<file path="config.mk">
export PLATFORM = sky130hd
export DESIGN_NAME = zx8302_irqc_flat
export DESIGN_NICKNAME = d
export VERILOG_FILES = /design/src/rtl/zx8302_irqc_if.sv /design/src/rtl/zx8302_irqc.sv /design/src/flat_wrapper.sv
export SDC_FILE = /design/constraint.sdc
export NUM_CORES = 1
export LEC_CHECK = 0
export CAP_MARGIN = 0
export CORE_UTILIZATION = 55
export CTS_CLUSTER_SIZE = 28
export DETAILED_ROUTE_END_ITERATION = 8
export PLACE_DENSITY = 0.89
export SKIP_CTS_REPAIR_TIMING = 1
export SYNTH_ARGS = -nofsm -noshare
export SYNTH_HDL_FRONTEND = slang
export SYNTH_SLANG_ARGS = --single-unit
</file>
<file path="constraint.sdc">
create_clock -name clk -period 6.7 [get_ports clk]
set_input_delay 1.34 -clock clk [delete_from_list [all_inputs] [get_ports clk]]
set_output_delay 1.34 -clock clk [all_outputs]
set_load 0.05 [all_outputs]
</file>
<file path="src/rtl/zx8302_irqc_if.sv">
// CPU-side register bus of the ZX8302 interrupt controller (0x18xxx I/O window).
// Combinational read path, single-cycle writes qualified by cen.
// No flow control: every selected access completes in the cycle it is presented.
interface zx8302_irqc_if;
   logic        cen;
   logic        cpu_sel;
   logic        cpu_wr;
   logic [1:0]  cpu_addr;
   logic [1:0]  cpu_ds;
   logic [15:0] cpu_din;
   logic [15:0] cpu_dout;

   modport master (
      output cen, cpu_sel, cpu_wr, cpu_addr, cpu_ds, cpu_din,
      input  cpu_dout
   );

   modport slave (
      input  cen, cpu_sel, cpu_wr, cpu_addr, cpu_ds, cpu_din,
      output cpu_dout
   );
endinterface

</file>
<file path="src/rtl/zx8302_irqc.sv">
// Synchronised, glitch-filtered, maskable edge/level interrupt controller merged into the IPL pair.
// Latency: src edge to pending is SYNC_STAGES+FILTER_LEN+1 clk; ipl and irq_any follow one clk later.
// No backpressure: register writes complete on the clk edge where cen & cpu_sel & cpu_wr.
module zx8302_irqc #(
   parameter int NUM_SRC     = 8,
   parameter int SYNC_STAGES = 2,
   parameter int FILTER_LEN  = 3
) (
   input  logic               clk,
   input  logic               reset,
   zx8302_irqc_if.slave       bus,
   input  logic [NUM_SRC-1:0] src,
   input  logic [1:0]         ipc_ipl,
   output logic [1:0]         ipl,
   output logic               irq_any
);
   // Counter value on which the filter accepts the new level (counter is cleared at the same time).
   localparam logic [3:0] FILT_LAST = 4'(FILTER_LEN - 1);

   logic [NUM_SRC-1:0] sync_q [SYNC_STAGES];
   logic [NUM_SRC-1:0] synced;
   logic [NUM_SRC-1:0] filt;
   logic [3:0]         cnt [NUM_SRC];
   logic [NUM_SRC-1:0] gated;
   logic [NUM_SRC-1:0] gated_d;
   logic [NUM_SRC-1:0] rise;
   logic [NUM_SRC-1:0] pending;
   logic [NUM_SRC-1:0] pend_nxt;
   logic [NUM_SRC-1:0] mask_q;
   logic [NUM_SRC-1:0] mode_q;
   logic               wr_en;
   logic [15:0]        lane_en;
   logic [NUM_SRC-1:0] lane_n;
   logic [NUM_SRC-1:0] din_n;
   logic [NUM_SRC-1:0] ack;
   logic [15:0]        rd_dat;
   logic               unused_bits;

   // Synchroniser chain for the asynchronous sources; free-running, not gated by cen.
   always_ff @(posedge clk or posedge reset) begin
      if (reset) begin
         for (int s = 0; s < SYNC_STAGES; s++) sync_q[s] <= '0;
      end else begin
         sync_q[0] <= src;
         for (int s = 1; s < SYNC_STAGES; s++) sync_q[s] <= sync_q[s-1];
      end
   end

   assign synced = sync_q[SYNC_STAGES-1];

   // Glitch filter: a new synced level must persist FILTER_LEN clks before filt follows it.
   always_ff @(posedge clk or posedge reset) begin
      if (reset) begin
         filt <= '0;
         for (int i = 0; i < NUM_SRC; i++) cnt[i] <= '0;
      end else begin
         for (int i = 0; i < NUM_SRC; i++) begin
            if (synced[i] == filt[i]) begin
               cnt[i] <= '0;
            end else if (cnt[i] == FILT_LAST) begin
               filt[i] <= synced[i];
               cnt[i]  <= '0;
            end else begin
               cnt[i] <= cnt[i] + 4'd1;
            end
         end
      end
   end

   // Write decode, ack mask and next pending state (edge: set beats ack; level: copy gated).
   always_comb begin
      wr_en    = bus.cen & bus.cpu_sel & bus.cpu_wr;
      lane_en  = {{8{~bus.cpu_ds[1]}}, {8{~bus.cpu_ds[0]}}};
      lane_n   = lane_en[NUM_SRC-1:0];
      din_n    = bus.cpu_din[NUM_SRC-1:0];
      ack      = (wr_en && bus.cpu_addr == 2'd0) ? (din_n & lane_n) : '0;
      gated    = filt & mask_q;
      rise     = gated & ~gated_d;
      pend_nxt = (mode_q & gated) | (~mode_q & (rise | (pending & ~ack)));
   end

   // Bits of the 16-bit bus beyond NUM_SRC have no storage behind them.
   assign unused_bits = ^{lane_en, bus.cpu_din};

   // MASK and MODE registers, byte-lane qualified; STATUS is read-only.
   always_ff @(posedge clk or posedge reset) begin
      if (reset) begin
         mask_q <= '0;
         mode_q <= '0;
      end else if (wr_en) begin
         if (bus.cpu_addr == 2'd1) mask_q <= (mask_q & ~lane_n) | (din_n & lane_n);
         if (bus.cpu_addr == 2'd2) mode_q <= (mode_q & ~lane_n) | (din_n & lane_n);
      end
   end

   // Pending latch plus the delayed gated copy used for rising-edge detection.
   always_ff @(posedge clk or posedge reset) begin
      if (reset) begin
         pending <= '0;
         gated_d <= '0;
      end else begin
         pending <= pend_nxt;
         gated_d <= gated;
      end
   end

   // Registered interrupt outputs: any pending pulls IPL1 low (level 2), IPC lines pass through.
   always_ff @(posedge clk or posedge reset) begin
      if (reset) begin
         irq_any <= 1'b0;
         ipl     <= 2'b11;
      end else begin
         irq_any <= |pending;
         ipl     <= {ipc_ipl[1] & ~(|pending), ipc_ipl[0]};
      end
   end

   // Combinational read mux; unselected bus reads as zero.
   always_comb begin
      rd_dat = '0;
      if (bus.cpu_sel) begin
         case (bus.cpu_addr)
            2'd0:    rd_dat[NUM_SRC-1:0] = pending;
            2'd1:    rd_dat[NUM_SRC-1:0] = mask_q;
            2'd2:    rd_dat[NUM_SRC-1:0] = mode_q;
            default: rd_dat[NUM_SRC-1:0] = filt;
         endcase
      end
   end

   assign bus.cpu_dout = rd_dat;

endmodule

</file>
<file path="src/flat_wrapper.sv">
// flat-port wrapper written by rule: the top's interface ports become plain ports
module zx8302_irqc_flat 
#(
   parameter int NUM_SRC     = 8,
   parameter int SYNC_STAGES = 2,
   parameter int FILTER_LEN  = 3
)
  (clk, reset, src, ipc_ipl, ipl, irq_any, bus_cen, bus_cpu_sel, bus_cpu_wr, bus_cpu_addr, bus_cpu_ds, bus_cpu_din, bus_cpu_dout);
  zx8302_irqc_if bus_i ();
  input  logic clk;
  input  logic reset;
  input  logic [NUM_SRC-1:0] src;
  input  logic [1:0] ipc_ipl;
  output logic [1:0] ipl;
  output logic irq_any;
  input wire logic [$bits(bus_i.cen)-1:0] bus_cen;
  input wire logic [$bits(bus_i.cpu_sel)-1:0] bus_cpu_sel;
  input wire logic [$bits(bus_i.cpu_wr)-1:0] bus_cpu_wr;
  input wire logic [$bits(bus_i.cpu_addr)-1:0] bus_cpu_addr;
  input wire logic [$bits(bus_i.cpu_ds)-1:0] bus_cpu_ds;
  input wire logic [$bits(bus_i.cpu_din)-1:0] bus_cpu_din;
  output wire logic [$bits(bus_i.cpu_dout)-1:0] bus_cpu_dout;
  assign bus_i.cen = bus_cen;
  assign bus_i.cpu_sel = bus_cpu_sel;
  assign bus_i.cpu_wr = bus_cpu_wr;
  assign bus_i.cpu_addr = bus_cpu_addr;
  assign bus_i.cpu_ds = bus_cpu_ds;
  assign bus_i.cpu_din = bus_cpu_din;
  assign bus_cpu_dout = bus_i.cpu_dout;
  zx8302_irqc #(.NUM_SRC(NUM_SRC), .SYNC_STAGES(SYNC_STAGES), .FILTER_LEN(FILTER_LEN)) u_core (.clk(clk), .reset(reset), .bus(bus_i), .src(src), .ipc_ipl(ipc_ipl), .ipl(ipl), .irq_any(irq_any));
endmodule
</file>
**Word-level counts from Yosys, hierarchy flattened**

Cells that the tools add are included.

- Input port bits: 35
- Word-level logic and storage cells: 111
- Bits in registers: 91

- Multiplexer cells: 19
- Add/subtract/negate cells: 8
- Equality and inequality tests: 18
- Reductions and logical operators: 13
- Bitwise logic cells: 29

Operator list:

| cell | count |
|---|---|
| $and 8x8->8 | 8 |
| $mux 4 | 16 |
| $add 4x1->4 const B | 8 |
| $eq 4x2->1 const B | 8 |
| $not 8->8 | 4 |
| $or 8x8->8 | 4 |
| $pmux 8 s3 | 1 |
| $reduce_and 2->1 | 10 |
| $mux 8 | 2 |
| $not 1->1 | 10 |
| $eq 1x1->1 | 8 |
| $reduce_or 8->1 | 1 |
| $and 1x1->1 | 3 |
| $eq 2x1->1 const B | 1 |
| $eq 2x2->1 const B | 1 |
| $logic_not 2->1 | 1 |
| $logic_and 1x1->1 | 1 |

**Depth between registers and ports, before layout**

- Word-level depth: 9
- Mapped depth: 5
- Gate-level depth less buffers: 4

**Worst setup path before layout**

Ideal clock, no wire load.

- Path type: input port to output port
- From: input bus_cpu_addr[1]
- To: output bus_cpu_dout[0]
- Cell stages on the path: 3
- Path buffers: 1
- Arrival time: 2382 ps
- Setup slack: 2978 ps
- Data required time: 5360 ps
- Cells stage by stage: buf_2 -> mux4_2 -> and2_2

- Cells in the longest elaborated chain, start to end: 3
- Elaborated cells on any way between the ends: 5

RTL lines:

| what | RTL line | source |
|---|---|---|
| from (decl) | flat_wrapper.sv:19 | `input wire logic [$bits(bus_i.cpu_addr)-1:0] bus_cpu_addr;` |
| $eq 2x2->1, or another cell as far along | zx8302_irqc.sv:122 | `case (bus.cpu_addr)` |
| $pmux 8 s3 * | zx8302_irqc.sv:122 |  |
| $mux 8 * | zx8302_irqc.sv:121 | `if (bus.cpu_sel) begin` |
| to (decl) | flat_wrapper.sv:22 | `output wire logic [$bits(bus_i.cpu_dout)-1:0] bus_cpu_dout;` |

Mark *: on every way between the ends. The rest lies on a longest branch, timed or not.

**Worst setup path in the final report**

- From: input bus_cpu_addr[1]
- To: output bus_cpu_dout[3]

Same word-level chain as after synthesis.

==> impl_results.md <==
- Core Rows: 30
- RSZ-0062 raised after global routing: false
- CTS buffer count: 9
- Layout Nets: 399
- Post-Place Cells: 433
- GRT overflow: 0
- Share of cells above drive strength 1: 19.0%
- Final Cycle Share: 75.7%
- Final std cells w/o fill: 448
- Max FO, Critical Path: 11
- Hold_ws: 0.352 ns
- Post-layout instance area: 4640 sq um
- Vias per cell: 5.16
- Seq cells post-synth: 91
- CP cell instances: clkdlybuf4s50_1 -> mux4_2 -> and2_2 -> clkdlybuf4s50_1
- Leak: 2.13 nW
- N_diodes: 0
- CTS sink cnt: 91
- Drt first pass iters: 4
- Area grow syn2layout: 16.3%
- PwrDens: 364 nW/um^2
- YS warnings: 0
- Starting density of the core: 57.7%
- Routability congestion estimate: 0.748
- Most Frequent Cell on Critical Path: clkdlybuf4s50_1
- Die width: 87.1 um
- H-tree levels: 3
- Max VDD drop: 0.198 mV
- Iter 0 DRT Violations: 135
- Post-synth cell types: 25
- CP required: 5.36 ns
- # port buffers: 36
- Worst-Margin Slew: 1.09 ns
- Syn Inst Count: 306
- Number of antenna violations at the first check in global routing: 0
- Dpl hpwl: 4.39 mm
- Tot Pwr: 1.69 mW
- Kind of end point of the critical path: output pin
- Area of the die: 7590 sq um
- Total number of vias: 2311
- Setup Skew: 0.00608 ns
- Post-DRT Antenna Nets: 0
- Hold Path Class: reg2reg
- Clock Latency Late Sink: 0.36 ns
- Setup TNS: 0 ns
- Outcome: finished, final reports clean
- I/O pin count: 54
- Max_cap viols: 0
- Clock Tree Root: clkbuf_8
- Final hold violation count: 0
- Avg Cell Area, Syn: 13.0 sq um
- Clock transition at the registers of the reported paths: 0.09 ns
- Vias in the first global route: 2392
- Worst slew margin: 27.1%
- Core area: 6910 sq um
- Slew Viols, Final: 0
- Cell Area, Synth: 3990 sq um
- Global-route wire length before repair: 10.8 mm
- Slowest stage delay, CP: 0.90 ns
- Mean routed wirelength per cell: 14.4 um
- Largest net degree at the start of global routing: 92
- CTS tree: yes
- Post-synthesis sequential area ratio: 57.2%
- Fin crit period: 5.07 ns
- Final WL: 6.43 mm
- Final setup violating endpoints: 0
- Peak Freq: 0.197 GHz
- Crit path kind: in2out
- Worst path slowest cell: clkdlybuf4s50_1
- Total Routing Usage GR: 19.6%
- Worst setup SP type: primary input
- Residual DRC: 0
- Worst EP arrival: 3.73 ns
- Clock Path Buffers: 2
- DP Area: 4400 sq um
- Die Span Y: 87.1 um
## cells in the mapped netlist, drive strengths merged
master   n  area share, %
xor2     8            1.8
mux4     8            4.5
ha      16            5.0
nand3   16            2.0
and2    16            2.8
a21o     8            1.5
a31o     8            1.8
nor2    41            3.9
nand2    9           0.85
dfrtp   89             56
dfstp    2            1.3
inv     17            1.6
and3     1           0.16
mux2    24            8.3
nor4     2           0.31
and3b    2           0.44
buf     13            2.6
and4b    1           0.25
a21boi   8            1.5
conb     1          0.094
xnor2   16            3.5
## final timing paths
check	from	slack [ns]	to	cells past startpoint
hold / removal	u_core.sync_q[10]$_DFF_PP0_	0.35	u_core.synced[2]$_DFF_PP0_	0
hold reg to reg	u_core.sync_q[10]$_DFF_PP0_	0.35	u_core.synced[2]$_DFF_PP0_	0
setup / recovery	bus_cpu_addr[1]	1.63	bus_cpu_dout[3]	4
setup reg to reg	u_core.cnt[16]$_DFF_PP0_	5.52	u_core.filt[3]$_DFFE_PP0P_	4
min in group asynchronous	reset	1.65	u_core.sync_q[15]$_DFF_PP0_	3
max in group asynchronous	reset	4.36	u_core.gated_d[7]$_DFF_PP0_	3
## through the flow
stage	setup WS (ns)	utilization [%]
finish	1.63	67.1
global route	1.52	67.1
CTS	1.61	67.1
detailed placement	1.61	63.7
global placement	1.63	63.7
floorplan	2.98	-
## kinds of logic after synthesis
group                    count (synthesis)  synth area share [%]
flip-flops                              91                  57.2
AND/OR/NAND/NOR                         88                  10.6
multiplexers                            32                  12.8
buffers and inverters                   30                  4.21
AO/OA/AOI/OAI                           24                  4.77
XOR/XNOR                                24                  5.27
adder cells (fa/ha/maj)                 16                  5.02
other                                    1                0.0941
## metal layers
metal	part of all wire (%)	GRT usage (%)	wire length, um	vias to the layer above
li1	-	-	-	1089
met1	45	24.1	2870	1161
met2	49	33.1	3160	47
met3	3.8	4.45	244	14
met4	2.4	9.39	154	0
met5	0	0	0	-
## worst max-delay path, delay by kind of cell
kind / cells / cell delay, ns
buf+inv: 2 / 1.59
simple gates: 1 / 0.21
mux: 1 / 0.58
## cell usage in the layout, fill, tap and decap left out, drive strengths merged
master | synthesis | routed
dfstp | 2 | 2
a21o | 8 | 8
xor2 | 8 | 8
mux2 | 24 | 24
ha | 16 | 16
inv | 17 | 17
clkinvlp | 0 | 2
and3 | 1 | 1
nor4 | 2 | 2
nor2 | 41 | 41
nand2 | 9 | 9
clkdlybuf4s50 | 0 | 36
mux4 | 8 | 8
buf | 13 | 1
nand3 | 16 | 16
xnor2 | 16 | 16
and2 | 16 | 16
a31o | 8 | 8
clkinv | 0 | 1
and3b | 2 | 2
and4b | 1 | 1
bufinv | 0 | 3
dfrtp | 89 | 89
a21boi | 8 | 8
clkbuf | 0 | 9
conb | 1 | 8
## power breakdown
part,internal [mW],leakage [nW],switching (mW)
logic,0.236,0.863,0.219
registers,0.682,1.15,0.110
clock network,0.247,0.112,0.194
total,1.17,2.13,0.522
## final cells by class
type | instances | area [sq um]
Sequential cell | 91 | 2280
Multi-Input combinational cell | 192 | 1570
Clock buffer | 9 | 124
Inverter | 17 | 65.1
Timing Repair Buffer | 37 | 368
Clock inverter | 6 | 114
Tap cell | 96 | 120
Fill cell | 513 | 2270
No activity file was read; power rests on OpenSTA's default activity.
